[src/rtl/rr_arbiter16_pkg.sv]
// Shared constants and state encodings for the 16-way round-robin arbiter.
package rr_arbiter16_pkg;
  localparam int N_REQ  = 16;
  localparam int IDX_W  = 4;
  localparam int HOLD_W = 8;

  typedef logic [0:0] state_t;
  localparam state_t IDLE  = 1'b0;
  localparam state_t GRANT = 1'b1;
endpackage

[src/rtl/rr_arbiter16_if.sv]
// Request/grant bundle between the requesters (master) and the arbiter (slave).
interface rr_arbiter16_if;
  import rr_arbiter16_pkg::*;
  logic [N_REQ-1:0] req;
  logic [N_REQ-1:0] grant;
  logic [IDX_W-1:0] grant_idx;
  logic             grant_valid;

  modport master (output req, input grant, grant_idx, grant_valid);
  modport slave  (input req, output grant, grant_idx, grant_valid);
endinterface

[src/rtl/rr_arbiter16_onehot_decode16.sv]
// Enabled 4-to-16 one-hot decoder; output is all zero when disabled.
module onehot_decode16
  import rr_arbiter16_pkg::*;
(
  input  logic             en,
  input  logic [IDX_W-1:0] idx,
  output logic [N_REQ-1:0] onehot
);
  assign onehot = en ? (N_REQ'(1) << idx) : '0;
endmodule

[src/rtl/rr_arbiter16.sv]
// Round-robin arbiter over 16 requesters with a bounded grant tenure;
// all outputs are registered.
module rr_arbiter16
  import rr_arbiter16_pkg::*;
#(
  parameter int MAX_HOLD = 8
) (
  input  logic           clk,
  input  logic           reset,
  rr_arbiter16_if.slave  bus
);
  localparam logic [HOLD_W-1:0] HOLD_MAX = HOLD_W'(MAX_HOLD);

  state_t            state, nxt_state;
  logic [IDX_W-1:0]  ptr, nxt_ptr;
  logic [HOLD_W-1:0] hold_cnt, nxt_cnt;
  logic [IDX_W-1:0]  grant_idx, nxt_idx;
  logic              grant_valid;
  logic [N_REQ-1:0]  grant, nxt_grant;
  logic [N_REQ-1:0]  own, others;

  // First set bit of mask scanning start, start+1, ... modulo 16.
  function automatic logic [IDX_W-1:0] rr_next(input logic [IDX_W-1:0] start,
                                               input logic [N_REQ-1:0] mask);
    logic [IDX_W-1:0] k;
    logic             hit;
    rr_next = '0;
    hit     = 1'b0;
    for (int i = 0; i < N_REQ; i++) begin
      k = start + IDX_W'(i);
      if (!hit && mask[k]) begin
        rr_next = k;
        hit     = 1'b1;
      end
    end
  endfunction

  assign own    = N_REQ'(1) << grant_idx;
  assign others = bus.req & ~own;

  always_comb begin
    nxt_state = state;
    nxt_ptr   = ptr;
    nxt_cnt   = hold_cnt;
    nxt_idx   = grant_idx;
    case (state)
      IDLE: begin
        if (|bus.req) begin
          nxt_state = GRANT;
          nxt_idx   = rr_next(ptr + IDX_W'(1), bus.req);
          nxt_ptr   = nxt_idx;
          nxt_cnt   = HOLD_W'(1);
        end
      end
      default: begin
        if (!bus.req[grant_idx]) begin
          // Drop takes precedence over tenure expiry; hand over with no bubble.
          if (|bus.req) begin
            nxt_idx = rr_next(grant_idx + IDX_W'(1), bus.req);
            nxt_ptr = nxt_idx;
            nxt_cnt = HOLD_W'(1);
          end else begin
            nxt_state = IDLE;
            nxt_idx   = '0;
            nxt_cnt   = '0;
          end
        end else if (hold_cnt < HOLD_MAX) begin
          nxt_cnt = hold_cnt + HOLD_W'(1);
        end else if (|others) begin
          nxt_idx = rr_next(grant_idx + IDX_W'(1), others);
          nxt_ptr = nxt_idx;
          nxt_cnt = HOLD_W'(1);
        end
      end
    endcase
  end

  // Decode the value being loaded into grant_idx so grant and grant_idx
  // change on the same edge.
  onehot_decode16 u_dec (
    .en     (nxt_state == GRANT),
    .idx    (nxt_idx),
    .onehot (nxt_grant)
  );

  always_ff @(posedge clk) begin
    if (reset) begin
      state       <= IDLE;
      ptr         <= {IDX_W{1'b1}};
      hold_cnt    <= '0;
      grant_idx   <= '0;
      grant_valid <= 1'b0;
      grant       <= '0;
    end else begin
      state       <= nxt_state;
      ptr         <= nxt_ptr;
      hold_cnt    <= nxt_cnt;
      grant_idx   <= nxt_idx;
      grant_valid <= (nxt_state == GRANT);
      grant       <= nxt_grant;
    end
  end

  assign bus.grant       = grant;
  assign bus.grant_idx   = grant_idx;
  assign bus.grant_valid = grant_valid;
endmodule

[src/flat_wrapper.sv]
// flat-port wrapper written by rule: the top's interface ports become plain ports
module rr_arbiter16_flat import rr_arbiter16_pkg::*;
#(
  parameter int MAX_HOLD = 8
)
  (clk, reset, bus_req, bus_grant, bus_grant_idx, bus_grant_valid);
  rr_arbiter16_if bus_i ();
  input  logic clk;
  input  logic reset;
  input wire logic [$bits(bus_i.req)-1:0] bus_req;
  output wire logic [$bits(bus_i.grant)-1:0] bus_grant;
  output wire logic [$bits(bus_i.grant_idx)-1:0] bus_grant_idx;
  output wire logic [$bits(bus_i.grant_valid)-1:0] bus_grant_valid;
  assign bus_i.req = bus_req;
  assign bus_grant = bus_i.grant;
  assign bus_grant_idx = bus_i.grant_idx;
  assign bus_grant_valid = bus_i.grant_valid;
  rr_arbiter16 #(.MAX_HOLD(MAX_HOLD)) u_core (.clk(clk), .reset(reset), .bus(bus_i));
endmodule
[config.mk]
export PLATFORM = sky130hd
export DESIGN_NAME = rr_arbiter16_flat
export DESIGN_NICKNAME = d
export VERILOG_FILES = /design/src/rtl/rr_arbiter16_pkg.sv /design/src/rtl/rr_arbiter16_if.sv /design/src/rtl/rr_arbiter16_onehot_decode16.sv /design/src/rtl/rr_arbiter16.sv /design/src/flat_wrapper.sv
export SDC_FILE = /design/constraint.sdc
export NUM_CORES = 1
export LEC_CHECK = 0
export CORE_MARGIN = 5
export CORE_UTILIZATION = 45
export CTS_CLUSTER_SIZE = 40
export DETAILED_ROUTE_END_ITERATION = 16
export GPL_ROUTABILITY_DRIVEN = 0
export HOLD_SLACK_MARGIN = 0.06
export PLACE_DENSITY = 0.58
export SYNTH_ARGS = -nofsm -noshare
export SYNTH_HDL_FRONTEND = slang
export SYNTH_SLANG_ARGS = --single-unit
[constraint.sdc]
create_clock -name clk -period 20 [get_ports clk]
set_input_delay 4 -clock clk [delete_from_list [all_inputs] [get_ports clk]]
set_output_delay 4 -clock clk [all_outputs]
set_load 0.03 [all_outputs]
### After elaboration in Yosys (flattened, before gate mapping)

Cells that the tools add are included.

| word-level totals | value |
|---|---|
| logic and storage cells | 524 |
| flip-flop bits (word level) | 33 |

| cells by class | value |
|---|---|
| $add $sub $neg | 33 |
| reduce and logical (&&, ||, !) cells | 97 |
| bitwise operators | 3 |
| shifts and indexed selects | 2 |
| $lt $le $gt $ge | 34 |
| mux-type cells | 347 |
| eq/ne operators | 3 |

Operators by type and width:

| kind | count |
|---|---|
| two-way mux 4 bit | 60 |
| two-way mux 1 bit | 233 |
| binary-select mux 1 bit (select 4 bit) | 49 |
| < comparator 4 x 5 -> 1 bit, second input constant | 33 |
| adder 4 bit, second input constant | 16 |
| logical AND 1 bit | 45 |
| logical NOT 1 bit | 45 |
| two-way mux 8 bit | 5 |
| adder 4 x 3 -> 4 bit, second input constant | 8 |
| OR reduction 16 bit | 2 |
| << shifter 1 x 4 -> 16 bit, first input constant | 2 |
| adder 4 x 1 -> 4 bit, second input constant | 4 |
| adder 4 x 2 -> 4 bit, second input constant | 4 |
| AND 16 bit | 1 |
| NOT 16 bit | 1 |
| adder 8 x 1 -> 8 bit, second input constant | 1 |
| < comparator 8 x 4 -> 1 bit, second input constant | 1 |
| inequality test 3 bit, second input constant | 2 |
| inequality test 4 bit, second input constant | 1 |
| AND reduction 4 bit | 1 |
| nonzero test 2 bit | 2 |
| AND reduction 2 bit | 1 |
| OR reduction 2 bit | 1 |
| NOT 1 bit | 1 |

### Longest topological paths before layout

| depth | value |
|---|---|
| depth in word-level cells | 116 |
| mapped depth | 26 |
| gate-level depth less buffers | 16 |

### Cells and area by module

A second synthesis with hierarchy kept.

| second synthesis, totals | value |
|---|---|
| cells, all modules | 1141 |
| area, all modules | 9281.4 µm² |

Modules (own cells, without submodules):

| module | instances | seq. area each (µm²) | area each (µm²) | cells an instance |
|---|---|---|---|---|
| rr_arbiter16 | 1 | 660.6 | 9161.3 | 1118 |
| onehot_decode16 | 1 | 0.0 | 120.1 | 23 |

### Least setup slack after synthesis

No wires, ideal clock.

| path | value |
|---|---|
| path type | in2reg |
| start | in bus_req[14] |
| end | reg u_core.grant[0] (netlist: u_core.bus.grant[0]) |
| path buffers | 3 |
| cell stages on the path | 14 |
| arrival time | 7481 ps |
| data required time | 19912 ps |
| setup time | 88 ps |
| slack | 12431 ps |
| path through | clkbuf_1 > mux2_4 > mux2_2 > mux2i_1 > mux2i_1 > or3_1 > buf_6 > nor4b_2 > nand3_1 > a222oi_1 > o22ai_1 > or4b_4 > buf_6 > nor4b_2 |

| on the way | value |
|---|---|
| cells in the longest elaborated chain, start to end | 114 |
| elaborated cells on any way between the ends | 431 |

RTL lines:

| element | RTL line | source |
|---|---|---|
| from (decl) | flat_wrapper.sv:10 | `input wire logic [$bits(bus_i.req)-1:0] bus_req;` |
| AND 16 bit | rr_arbiter16.sv:39 | `assign others = bus.req & ~own;` |
| binary-select mux 1 bit (select 4 bit) | rr_arbiter16.sv:31 | `if (!hit && mask[k]) begin` |
| two-way mux 1 bit (implied by the code) | rr_arbiter16.sv:31 |  |
| two-way mux 1 bit | rr_arbiter16.sv:31 |  |
| two-way mux 1 bit | rr_arbiter16.sv:69 | `end else if (\|others) begin` |
| two-way mux 1 bit | rr_arbiter16.sv:67 | `end else if (hold_cnt < HOLD_MAX) begin` |
| two-way mux 1 bit | rr_arbiter16.sv:56 | `if (!bus.req[grant_idx]) begin` |
| two-way mux 1 bit | rr_arbiter16.sv:46 | `case (state)` |
| [... 98 more ...] | -- |  |
| logical NOT 1 bit | rr_arbiter16.sv:31 |  |
| logical AND 1 bit | rr_arbiter16.sv:31 |  |
| two-way mux 4 bit | rr_arbiter16.sv:31 |  |
| two-way mux 4 bit | rr_arbiter16.sv:69 |  |
| two-way mux 4 bit | rr_arbiter16.sv:67 |  |
| two-way mux 4 bit | rr_arbiter16.sv:56 |  |
| two-way mux 4 bit | rr_arbiter16.sv:46 |  |
| << shifter 1 x 4 -> 16 bit | rr_arbiter16_onehot_decode16.sv:9 | `assign onehot = en ? (N_REQ'(1) << idx) : '0;` |
| to (signal assigned) | rr_arbiter16.sv:100 | `grant <= nxt_grant;` |
| to (decl) | rr_arbiter16.sv:19 | `logic [N_REQ-1:0] grant, nxt_grant;` |

Parallel ways exist; a longest one is shown, timed or not. The select of a mux whose other input is x is not followed.
A chain may end at the register's enable or synchronous reset.

### Final worst setup path

| path | value |
|---|---|
| start | in bus_req[0] |
| end | reg u_core.grant[7] (netlist: u_core.bus.grant[7]) |

The elaborated chain is that of the path after synthesis.

==> impl_metrics.tcl <==
set metrics [dict create \
    status "completed" \
    yosysMostFrequentCell "nand2_1" \
    ant_nets 0 \
    finalNetCount 1214 \
    cp.arrival_ns 9.12 \
    post-route-period-util 0.450 \
    r2r_slack_ns 13.20 \
    yosys-top-cells-area "mux4_2 11%, mux2i_1 8.5%, dfxtp_1 7.1%" \
    synth_area_sq_um 9250 \
    min_period_ns 9.00 \
    holdPathEnd "u_core.hold_cnt[7]" \
    reg2reg_from "u_core.ptr[0]" \
    drv_cap 0 \
    totalWireLength_um 34700 \
    die_y_um 153 \
    post_dp_cell_area_sq_um 9740 \
    grt_pass1_vias 9359 \
    first_pass_iters 6 \
    r2r_cells 16 \
    cts_root_buf "clkbuf_16" \
    yosysUniqueCellTypes 96 \
    cp-start-kind "primary input" \
    cp.required_ns 20.12 \
    synthDominantCellAreaShare 0.107 \
    worst_path_max_delay_cell "o31ai_1" \
    async_reset_ff_frac 0 \
    synthMuxAreaShare 0.273 \
    clock_sinks 33 \
    ys.warnings.count 0 \
    hold_buffers 0 \
    synth_flop_cell "dfxtp_1" \
    die-area_sq_um 23500 \
    path_delay_family "compound AO/OA/AOI/OAI gates" \
    crit_fanout 16 \
    cts_buffers 5 \
    setup_viol 0 \
    yosysSeqAreaShare 0.0714 \
    skew_ns 0.00145 \
    diodes 0 \
    cts_max_level 2 \
    synth_fa_ha_area_frac 0.0297 \
    synth.net_count 1237 \
    synth.largest_area_cell "mux4_2" \
    drc_errors 0 \
    cp_num_buf_inv 2 \
    die_w_um 153 \
    hp-class "flop to flop" \
    routedWlPerCell_um 24.0 \
    cts_buffer_depth 2 \
    yosys.area_share.simple 0.260 \
    avgViaCountPerCell 7.00 \
    coreArea_sq_um 20200 \
    path_clk_slew_ns 0.05 \
    path_class "primary input to flop" \
    syn_inst 1197 \
    rows 52 \
    synth_compound_area_frac 0.269 \
    syn_area_per_cell_sq_um 7.73 \
    vias 10100 \
    grt_max_degree 65 \
    holdPathStages 2 \
    ys_ff_latch 33 \
    grt_util_all_layers 0.280 \
    cts_resized 0 \
    worst_pin_slew_ns 1.01 \
    worst_r2r_endpoint "u_core.bus.grant[7]" \
    synth_edf_count 0 \
    hold_viol 0 \
    io_buffers 38 \
    synth_common_cells "102 x nand2_1, 94 x nor2_1, 79 x mux2i_1" \
    drive_gt1_frac 0.148 \
    rsz0062_at_grt "no" \
    cts_tree "yes" \
    setup_tns_ns 0 \
    antenna_found_initial 0 \
    syn2layout_area_growth_pct 6.80 \
    nFillCells 2061 \
    drtIter0Drc 1354 \
    num_io_pins 39 \
    synth-xor-area-share 0.0352 \
    path_cells "clkdlybuf4s50_1 > mux2_4 > mux2i_1 > inv_1 > mux4_2 > or3_1 > nor4b_2 > nand3_1 > a222oi_1 > o22ai_1 > o31ai_1 > nor4_1" \
    slew_headroom 0.319 \
    max_freq_mhz 111 \
    postCtsSetupBuffers 0 \
    endpoint_kind "flop" \
    synth_top_family_by_area "multiplexers" \
    place_hpwl_um 25800 \
    cp_num_cells 12 \
    clock_latency_ns 0.27 \
    maxSlewViolCount 0 \
    grt-ovfl-total 0 \
    hold_start "u_core.hold_cnt[7]" \
    final_area_sq_um 9880 \
    grt_pass1_wl_um 54100 \
    initial_core_util 0.457 \
    max_stage_delay_ns 0.81 \
]
[layout make-up]
cell class              count  area (sq um)  area share
clock buffers               6           129      0.0130
multi-input cells        1033          8040       0.813
inverters                  39           146      0.0148
flip-flops and latches     33           662      0.0670
repair buffers             62           561      0.0567
clock inverters             2          10.0     0.00101
well taps                 270           338      0.0342
[how the worst max path moves through the flow]
stage	start	end	slack, ns
floorplan	bus_req[14]	u_core.bus.grant[0]	12.43
global placement	bus_req[0]	u_core.bus.grant[13]	10.90
detailed placement	bus_req[0]	u_core.bus.grant[12]	10.79
CTS	bus_req[0]	u_core.bus.grant[13]	11.08
global route	bus_req[0]	u_core.bus.grant[12]	10.62
finish	bus_req[0]	u_core.bus.grant[7]	11.00
[cell usage in the layout, fill, tap and decap left out, types with 11 or more instances in the layout]
master | synthesis | routed
nand2_1 | 102 | 102
nor2_1 | 94 | 94
mux2i_1 | 79 | 79
o21ai_0 | 68 | 68
a21oi_1 | 59 | 59
mux4_2 | 44 | 44
nor3_1 | 40 | 40
mux2_2 | 39 | 39
clkdlybuf4s50_1 | 0 | 38
nand2b_1 | 33 | 33
nand3_1 | 33 | 33
dfxtp_1 | 33 | 32
inv_1 | 30 | 30
o22ai_1 | 24 | 24
buf_4 | 3 | 24
ha_1 | 22 | 21
a211oi_1 | 20 | 20
a31oi_1 | 17 | 17
nor2b_1 | 16 | 16
nor4_1 | 15 | 15
and2_1 | 15 | 15
xnor2_1 | 14 | 14
nand4_1 | 13 | 13
a22oi_1 | 13 | 13
o211ai_1 | 13 | 13
nor3b_1 | 11 | 11
[layer usage]
layer  wire length [um]  global-route usage
met3               2930              0.0365
met4               2000               0.137
met1              14400               0.375
met2              15400               0.446
met5                  0                   0
[through the flow]
stage,util,worst slack (ns),cells,hold slack [ns]
3_5_place_dp,0.482,10.79,1437,0.462
2_1_floorplan,-,12.43,1197,0.428
6_report,0.488,11.00,1445,0.475
3_3_place_gp,0.482,10.90,1437,0.456
5_1_grt,0.488,10.62,1445,0.509
4_1_cts,0.488,11.08,1445,0.476
[worst register-to-register path: cells and delay by family (launching register included)]
family / cells / cell delay [ns]
AO/OA/AOI/OAI: 4 / 1.76
XOR/XNOR: 1 / 0.27
adder cells (fa/ha/maj): 2 / 0.78
buffers and inverters: 4 / 1.53
flip-flops: 1 / 0.30
multiplexers: 1 / 0.65
AND/OR/NAND/NOR: 4 / 1.35
[registers in the layout (all words and copies together) (netlist names)]
| register | count |
|---|---|
| u_core.hold_cnt | 8 |
| u_core.ptr | 4 |
| u_core.state | 1 |
| u_core.bus.grant_idx | 4 |
| u_core.bus.grant | 16 |
[kinds of logic after synthesis]
group / Yosys count
buf+inv: 131
mux: 179
compound gates: 356
xor+xnor: 27
fa+ha+maj: 22
simple gates: 449
flops: 33
Power is left out: the tool's default activity adds up to more than one toggle a clock period on the data nets, which glitch-free logic cannot reach.
